--- src/rtl/alu_issue_stage_if.sv ---
// Handshake bundles around the ALU issue stage.
//   issue_in_if  : decoded-instruction bus from the decoder into the stage.
//   issue_out_if : head-entry operands and side-band fields out of the stage.
// In both interfaces, the master modport is the side that drives valid.

interface issue_in_if;
   localparam int XLEN = 32;

   logic            in_valid;
   logic            in_ready;
   logic [XLEN-1:0] in_pc;
   logic [XLEN-1:0] in_rs1;
   logic [XLEN-1:0] in_rs2;
   logic [XLEN-1:0] in_imm;
   logic [4:0]      in_rs1_idx;
   logic [4:0]      in_rs2_idx;
   logic [4:0]      in_rd;
   logic            in_wen;
   logic [1:0]      in_src1_sel;
   logic [1:0]      in_src2_sel;
   logic [3:0]      in_func;

   modport master (
      output in_valid, in_pc, in_rs1, in_rs2, in_imm, in_rs1_idx, in_rs2_idx,
             in_rd, in_wen, in_src1_sel, in_src2_sel, in_func,
      input  in_ready
   );

   modport slave (
      input  in_valid, in_pc, in_rs1, in_rs2, in_imm, in_rs1_idx, in_rs2_idx,
             in_rd, in_wen, in_src1_sel, in_src2_sel, in_func,
      output in_ready
   );
endinterface

interface issue_out_if;
   localparam int XLEN = 32;

   logic [XLEN-1:0] alu_rs1;
   logic [XLEN-1:0] alu_rs2;
   logic [3:0]      alu_func;
   logic            out_valid;
   logic            out_ready;
   logic [XLEN-1:0] out_pc;
   logic [XLEN-1:0] out_store_data;
   logic [4:0]      out_rd;
   logic            out_wen;

   modport master (
      output alu_rs1, alu_rs2, alu_func, out_valid, out_pc, out_store_data,
             out_rd, out_wen,
      input  out_ready
   );

   modport slave (
      input  alu_rs1, alu_rs2, alu_func, out_valid, out_pc, out_store_data,
             out_rd, out_wen,
      output out_ready
   );
endinterface

--- src/rtl/alu_issue_stage.sv ---
// ALU issue stage: writeback bypass, operand select, and a two-entry
// head/skid buffer. in_ready is a flop, so no combinational path runs from
// out_ready back to the decoder. The ALU and consumer see only registered
// head fields.

module alu_issue_stage (
   input  logic        clk,
   input  logic        rst_n,
   input  logic        flush,
   input  logic        wb_valid,
   input  logic [4:0]  wb_rd,
   input  logic [31:0] wb_data,
   issue_in_if.slave   i_up,
   issue_out_if.master o_dn
);

   localparam int XLEN = 32;

   typedef struct packed {
      logic [XLEN-1:0] op1;
      logic [XLEN-1:0] op2;
      logic [XLEN-1:0] pc;
      logic [XLEN-1:0] store_data;
      logic [3:0]      func;
      logic [4:0]      rd;
      logic            wen;
   } entry_t;

   // Encoding mirrors {S.valid, H.valid}. S valid with H empty is unreachable.
   typedef enum logic [1:0] {
      ST_EMPTY = 2'b00,
      ST_ONE   = 2'b01,
      ST_FULL  = 2'b11
   } state_t;

   state_t          r_state;
   state_t          w_next_state;
   logic            r_in_ready;
   entry_t          r_head;
   entry_t          r_skid;
   entry_t          w_new;
   logic [XLEN-1:0] w_rs1_eff;
   logic [XLEN-1:0] w_rs2_eff;
   logic            w_accept;
   logic            w_drain;
   logic            w_load_h_new;
   logic            w_load_h_skid;
   logic            w_load_s;

   // Bypass the writeback result, then select operands and build the entry.
   always_comb begin
      // NOTE: each always_comb output gets a default first, so no path leaves
      // it unassigned and infers a latch.
      w_new     = '0;
      w_rs1_eff = i_up.in_rs1;
      w_rs2_eff = i_up.in_rs2;
      if (wb_valid && (wb_rd != 5'd0) && (wb_rd == i_up.in_rs1_idx)) w_rs1_eff = wb_data;
      if (wb_valid && (wb_rd != 5'd0) && (wb_rd == i_up.in_rs2_idx)) w_rs2_eff = wb_data;

      unique case (i_up.in_src1_sel)
         2'b00:   w_new.op1 = w_rs1_eff;
         2'b01:   w_new.op1 = i_up.in_pc;
         default: w_new.op1 = '0;
      endcase

      unique case (i_up.in_src2_sel)
         2'b00:   w_new.op2 = w_rs2_eff;
         2'b01:   w_new.op2 = i_up.in_imm;
         2'b10:   w_new.op2 = 32'd4;
         default: w_new.op2 = '0;
      endcase

      w_new.pc         = i_up.in_pc;
      w_new.store_data = w_rs2_eff;
      w_new.func       = i_up.in_func;
      w_new.rd         = i_up.in_rd;
      w_new.wen        = i_up.in_wen && (i_up.in_rd != 5'd0);
   end

   // Compute the next buffer state and which registers to load.
   always_comb begin
      w_next_state  = r_state;
      w_load_h_new  = 1'b0;
      w_load_h_skid = 1'b0;
      w_load_s      = 1'b0;
      w_accept      = i_up.in_valid && r_in_ready;
      w_drain       = (r_state != ST_EMPTY) && o_dn.out_ready;

      if (flush) begin
         w_next_state = ST_EMPTY;
      end else begin
         unique case (r_state)
            ST_EMPTY: begin
               if (w_accept) begin
                  w_next_state = ST_ONE;
                  w_load_h_new = 1'b1;
               end
            end
            ST_ONE: begin
               if (w_accept && w_drain) begin
                  w_load_h_new = 1'b1;
               end else if (w_accept) begin
                  w_next_state = ST_FULL;
                  w_load_s     = 1'b1;
               end else if (w_drain) begin
                  w_next_state = ST_EMPTY;
               end
            end
            ST_FULL: begin
               // in_ready is low here, so no accept can occur.
               if (w_drain) begin
                  w_next_state  = ST_ONE;
                  w_load_h_skid = 1'b1;
               end
            end
            default: w_next_state = ST_EMPTY;
         endcase
      end
   end

   // Register the state and in_ready. in_ready tracks !S.valid for the next cycle.
   always_ff @(posedge clk or negedge rst_n) begin
      // NOTE: sequential state uses non-blocking assignment, so all flops
      // sample pre-edge values and simulation matches the hardware.
      if (!rst_n) begin
         r_state    <= ST_EMPTY;
         r_in_ready <= 1'b1;
      end else begin
         r_state    <= w_next_state;
         r_in_ready <= (w_next_state != ST_FULL);
      end
   end

   // Load the entry registers. They clear on reset because outputs have defined reset values.
   always_ff @(posedge clk or negedge rst_n) begin
      // NOTE: these are ordinary flops, not a RAM, so resetting them is
      // cheap and gives the head outputs a known value after reset.
      if (!rst_n) begin
         r_head <= '0;
         r_skid <= '0;
      end else begin
         if (w_load_h_new)       r_head <= w_new;
         else if (w_load_h_skid) r_head <= r_skid;
         if (w_load_s)           r_skid <= w_new;
      end
   end

   assign i_up.in_ready       = r_in_ready;
   assign o_dn.out_valid      = r_state[0];
   assign o_dn.alu_rs1        = r_head.op1;
   assign o_dn.alu_rs2        = r_head.op2;
   assign o_dn.alu_func       = r_head.func;
   assign o_dn.out_pc         = r_head.pc;
   assign o_dn.out_store_data = r_head.store_data;
   assign o_dn.out_rd         = r_head.rd;
   assign o_dn.out_wen        = r_head.wen;

endmodule

--- src/flat_wrapper.sv ---
// flat-port wrapper written by rule: the top's interface ports become plain ports
module alu_issue_stage_flat 
  (clk, rst_n, flush, wb_valid, wb_rd, wb_data, i_up_in_valid, i_up_in_pc, i_up_in_rs1, i_up_in_rs2, i_up_in_imm, i_up_in_rs1_idx, i_up_in_rs2_idx, i_up_in_rd, i_up_in_wen, i_up_in_src1_sel, i_up_in_src2_sel, i_up_in_func, i_up_in_ready, o_dn_alu_rs1, o_dn_alu_rs2, o_dn_alu_func, o_dn_out_valid, o_dn_out_pc, o_dn_out_store_data, o_dn_out_rd, o_dn_out_wen, o_dn_out_ready);
  issue_in_if i_up_i ();
  issue_out_if o_dn_i ();
  input  logic clk;
  input  logic rst_n;
  input  logic flush;
  input  logic wb_valid;
  input  logic [4:0] wb_rd;
  input  logic [31:0] wb_data;
  input wire logic [$bits(i_up_i.in_valid)-1:0] i_up_in_valid;
  input wire logic [$bits(i_up_i.in_pc)-1:0] i_up_in_pc;
  input wire logic [$bits(i_up_i.in_rs1)-1:0] i_up_in_rs1;
  input wire logic [$bits(i_up_i.in_rs2)-1:0] i_up_in_rs2;
  input wire logic [$bits(i_up_i.in_imm)-1:0] i_up_in_imm;
  input wire logic [$bits(i_up_i.in_rs1_idx)-1:0] i_up_in_rs1_idx;
  input wire logic [$bits(i_up_i.in_rs2_idx)-1:0] i_up_in_rs2_idx;
  input wire logic [$bits(i_up_i.in_rd)-1:0] i_up_in_rd;
  input wire logic [$bits(i_up_i.in_wen)-1:0] i_up_in_wen;
  input wire logic [$bits(i_up_i.in_src1_sel)-1:0] i_up_in_src1_sel;
  input wire logic [$bits(i_up_i.in_src2_sel)-1:0] i_up_in_src2_sel;
  input wire logic [$bits(i_up_i.in_func)-1:0] i_up_in_func;
  output wire logic [$bits(i_up_i.in_ready)-1:0] i_up_in_ready;
  output wire logic [$bits(o_dn_i.alu_rs1)-1:0] o_dn_alu_rs1;
  output wire logic [$bits(o_dn_i.alu_rs2)-1:0] o_dn_alu_rs2;
  output wire logic [$bits(o_dn_i.alu_func)-1:0] o_dn_alu_func;
  output wire logic [$bits(o_dn_i.out_valid)-1:0] o_dn_out_valid;
  output wire logic [$bits(o_dn_i.out_pc)-1:0] o_dn_out_pc;
  output wire logic [$bits(o_dn_i.out_store_data)-1:0] o_dn_out_store_data;
  output wire logic [$bits(o_dn_i.out_rd)-1:0] o_dn_out_rd;
  output wire logic [$bits(o_dn_i.out_wen)-1:0] o_dn_out_wen;
  input wire logic [$bits(o_dn_i.out_ready)-1:0] o_dn_out_ready;
  assign i_up_i.in_valid = i_up_in_valid;
  assign i_up_i.in_pc = i_up_in_pc;
  assign i_up_i.in_rs1 = i_up_in_rs1;
  assign i_up_i.in_rs2 = i_up_in_rs2;
  assign i_up_i.in_imm = i_up_in_imm;
  assign i_up_i.in_rs1_idx = i_up_in_rs1_idx;
  assign i_up_i.in_rs2_idx = i_up_in_rs2_idx;
  assign i_up_i.in_rd = i_up_in_rd;
  assign i_up_i.in_wen = i_up_in_wen;
  assign i_up_i.in_src1_sel = i_up_in_src1_sel;
  assign i_up_i.in_src2_sel = i_up_in_src2_sel;
  assign i_up_i.in_func = i_up_in_func;
  assign i_up_in_ready = i_up_i.in_ready;
  assign o_dn_alu_rs1 = o_dn_i.alu_rs1;
  assign o_dn_alu_rs2 = o_dn_i.alu_rs2;
  assign o_dn_alu_func = o_dn_i.alu_func;
  assign o_dn_out_valid = o_dn_i.out_valid;
  assign o_dn_out_pc = o_dn_i.out_pc;
  assign o_dn_out_store_data = o_dn_i.out_store_data;
  assign o_dn_out_rd = o_dn_i.out_rd;
  assign o_dn_out_wen = o_dn_i.out_wen;
  assign o_dn_i.out_ready = o_dn_out_ready;
  alu_issue_stage u_core (.clk(clk), .rst_n(rst_n), .flush(flush), .wb_valid(wb_valid), .wb_rd(wb_rd), .wb_data(wb_data), .i_up(i_up_i), .o_dn(o_dn_i));
endmodule
--- config.mk ---
export PLATFORM = sky130hd
export DESIGN_NAME = alu_issue_stage_flat
export DESIGN_NICKNAME = d
export VERILOG_FILES = /design/src/rtl/alu_issue_stage_if.sv /design/src/rtl/alu_issue_stage.sv /design/src/flat_wrapper.sv
export SDC_FILE = /design/constraint.sdc
export NUM_CORES = 1
export LEC_CHECK = 0
export CORE_AREA = 2 2 181 183
export CTS_BUF_LIST = sky130_fd_sc_hd__clkbuf_4
export CTS_CLUSTER_SIZE = 14
export DETAILED_ROUTE_END_ITERATION = 12
export DIE_AREA = 0 0 183 185
export HOLD_SLACK_MARGIN = 0.05
export PLACE_DENSITY = 0.82
export SLEW_MARGIN = 40
export SYNTH_ARGS = -nofsm -noshare
export SYNTH_HDL_FRONTEND = slang
export SYNTH_SLANG_ARGS = --single-unit
--- constraint.sdc ---
create_clock -name clk -period 1.85 [get_ports clk]
set_input_delay 0.555 -clock clk [delete_from_list [all_inputs] [get_ports clk]]
set_output_delay 0.555 -clock clk [all_outputs]
set_load 0.02 [all_outputs]
==> flow_summary.json <==
{
  "synth_compound_area_frac": 0.199,
  "groute.layer.met1.usage": 0.423,
  "synth_top_area_share": 0.469,
  "hold_viol_final": 0,
  "final_cell_area_sq_mm": 0.0225,
  "reg2reg_to": "u_core.o_dn.out_store_data[16]",
  "synth_cell_types": 46,
  "end_kind": "primary output",
  "drive_gt1_frac": 0.283,
  "core_area_sq_mm": 0.0320,
  "ir_worst_vdd_uv": 719,
  "synth_area_leader_cell": "dfrtp_1",
  "start_util": 0.463,
  "syn_area_per_cell_sq_um": 8.50,
  "synth_edf_count": 0,
  "grt_max_degree": 60,
  "crit_buf_inv": 1,
  "overflow": 0,
  "gp_congestion": 0.921,
  "max_stage_delay_ps": 550,
  "synth-xor-area-share": 0.00591,
  "pwr-share-comb": 0.307,
  "route.detailed.drc": 0,
  "synth_seq_cells": 279,
  "min_period_ps": 2070,
  "final_common_cell": "nand2_1",
  "crit_chain": "buf_2",
  "routedWlPerCell_um": 24.5,
  "r2r_slack_ps": -100,
  "synthArstFlopShare": 1.00,
  "critical-path-top-delay-family": "flip-flops",
  "busiest_layer": "met2",
  "crit_path_top_delay_cell": "dfrtp_1",
  "viasPerCell": 6.39,
  "die_x_um": 183,
  "min_path_type": "in2async",
  "use_met2": 0.533,
  "vias": 17300,
  "grt_usage": 0.341,
  "grt_setup_unrepaired": "true",
  "power_density_mw_per_mm2": 902,
  "violations": "negative setup slack",
  "synthCells": 1745,
  "grt_pass1_wl_um": 89500,
  "ant_nets": 0,
  "io_pins": 335,
  "clk_pin_slew_ps": 70,
  "nets": 2441,
  "cts.sinks": 279,
  "reg2reg_from": "u_core.i_up.in_ready",
  "synth_nets": 1940,
  "antenna_found_initial": 7,
  "p_sw_frac": 0.348,
  "ff2ff_path_depth": 6,
  "ctsLongestPathBuffers": 3,
  "cts_buffers": 77,
  "drt_iter0_drc": 2692,
  "layout_common_cells": "nand2_1, dfrtp_1, clkdlybuf4s50_1, buf_4, a31oi_1",
  "pwr-share-clk": 0.283,
  "cts_max_level": 3,
  "p_switching_uw": 7070,
  "synth_ff_type": "dfrtp_1",
  "yosys_warnings": 0,
  "p_leak_uw": 0.0100,
  "worst-endpoint-arrival_ps": 1510,
  "synth_top_family_by_area": "simple AND/OR/NAND/NOR gates",
  "first_pass_iters": 7,
  "fmax_ghz": 0.484,
  "slew_headroom": 0.637,
  "post-route-period-util": 1.12,
  "clock_latency_ps": 720,
  "ys_seq_area_frac": 0.471,
  "status": "finished, violations left",
  "use_met3": 0.0938,
  "fp.dieArea_sq_mm": 0.0339,
  "synth_fa_ha_area_frac": 0,
  "placed_area_sq_mm": 0.0201,
  "worst_pin_slew_ps": 545,
  "syn-cell-area_sq_mm": 0.0148,
  "intPower_uw": 13300,
  "crit_fanout": 2,
  "totalWireLength_um": 66400,
  "die_h_um": 185,
  "dpl.hpwl_um": 41100,
  "row_count": 66,
  "io_buffers": 334,
  "layout_setup_ws_ps": -216,
  "fin_cells": 2710,
  "grt_pass1_vias": 16000,
  "cts_tree": "yes",
  "required_ps": 1290,
  "dpl.cell_count": 2480,
  "final_max_slew_viol_count": 0,
  "cts_root_buffer": "clkbuf_4",
  "setup_viol": 130,
  "timing.hold.ws_ps": 324,
  "setup.worst_path.class": "reg2out",
  "p_seq_frac": 0.410,
  "worst_setup_path_start_kind": "flip-flop",
  "synthTopCellsByArea": "dfrtp_1, nand2_1, a31oi_1, nand3_1, nand2b_1",
  "synth_mux_area_frac": 0.0395,
  "area_growth_pct": 52.0,
  "synthSimpleGateAreaFrac": 0.232,
  "drv_cap": 0,
  "clock_skew_ps": 69.0,
  "nFillCells": 2273
}
==> power groups by stage <==
stage	clock network, uW	logic, uW	registers, uW
2_1_floorplan	0	2230	8700
3_3_place_gp	0	5390	8240
3_5_place_dp	0	5560	8300
4_1_cts	5700	5490	8240
5_1_grt	6060	6610	8420
6_report	5750	6250	8340
==> kinds of logic after synthesis <==
logic type / after synthesis
compound gates: 483
mux: 56
simple gates: 730
buf+inv: 187
flops: 279
xor+xnor: 10
==> worst max path at each step <==
stage	slack, ps	depth (start not counted)	from	end
floorplan	-90	6	wb_rd[1]	u_core.r_skid[96]
global placement	-800	7	wb_rd[0]	u_core.o_dn.out_store_data[18]
detailed placement	-850	7	wb_rd[3]	u_core.o_dn.out_store_data[22]
CTS	-100	1	u_core.i_up.in_ready	i_up_in_ready
global route	-190	6	u_core.i_up.in_ready	u_core.o_dn.out_store_data[11]
finish	-220	1	u_core.o_dn.alu_rs2[17]	o_dn_alu_rs2[17]
==> stage by stage <==
| step | power [uW] | utilization | setup TNS [ps] | setup slack [ps] |
|---|---|---|---|---|
| floorplan | 10900 | - | -10710 | -89.4 |
| global placement | 13600 | 0.627 | -162120 | -804 |
| detailed placement | 13900 | 0.627 | -171960 | -846 |
| CTS | 19400 | 0.655 | -1700 | -99.6 |
| global route | 21100 | 0.703 | -15080 | -187 |
| finish | 20300 | 0.704 | -4630 | -216 |
==> synth_stat cells, types with 2 or more instances <==
cell type	n
a21oi_1	110
a221o_1	18
a22oi_1	39
a2bb2oi_1	5
a31oi_1	153
and3_1	56
and4_1	2
buf_1	20
buf_2	34
buf_4	3
buf_6	3
clkbuf_1	103
clkbuf_2	4
dfrtp_1	278
inv_1	20
mux2_2	20
mux2i_1	36
nand2_1	321
nand2b_1	90
nand3_1	121
nand4_1	40
nor2_1	83
nor2_2	3
nor3_1	2
o211a_1	2
o211ai_1	38
o21ai_0	105
o21ai_1	9
xnor2_1	10
==> routing by layer <==
| layer | vias up | wire length [um] |
|---|---|---|
| met5 | - | 50 |
| met1 | 8207 | 22800 |
| met4 | 4 | 4940 |
| met2 | 1425 | 29700 |
| met3 | 373 | 8950 |
| li1 | 7301 | - |
==> state kept, by name (all words and copies together), names as in the netlist <==
| register | cells |
|---|---|
| u_core.o_dn.alu_func | 4 |
| u_core.o_dn.out_wen | 1 |
| u_core.o_dn.alu_rs2 | 32 |
| u_core.o_dn.out_rd | 5 |
| u_core.r_skid | 138 |
| u_core.o_dn.alu_rs1 | 32 |
| u_core.r_state | 2 |
| u_core.o_dn.out_pc | 32 |
| u_core.i_up.in_ready | 1 |
| u_core.o_dn.out_store_data | 32 |
==> what timing repair did <==
action                                  CTS  global route
setup buffers                            24            33
endpoints found under the setup margin  205           269
cloned                                    3            34
hold endpoints to repair                 35             0
hold buffers                              1             0
pin swaps                                 8            25
gates resized for setup                 719           127
==> cell type report <==
cell class / instances / area (sq um) / area share
Multi-Input combinational cell: 1281 / 7600 / 0.337
Sequential cell: 279 / 6990 / 0.310
Timing Repair Buffer: 587 / 6400 / 0.284
Clock buffer: 112 / 841 / 0.0373
Tap cell: 408 / 510 / 0.0226
Clock inverter: 16 / 108 / 0.00477
Inverter: 20 / 75.1 / 0.00333
Antenna cell: 7 / 17.5 / 0.000777
Note: power is estimated with default switching activity, not from simulation.
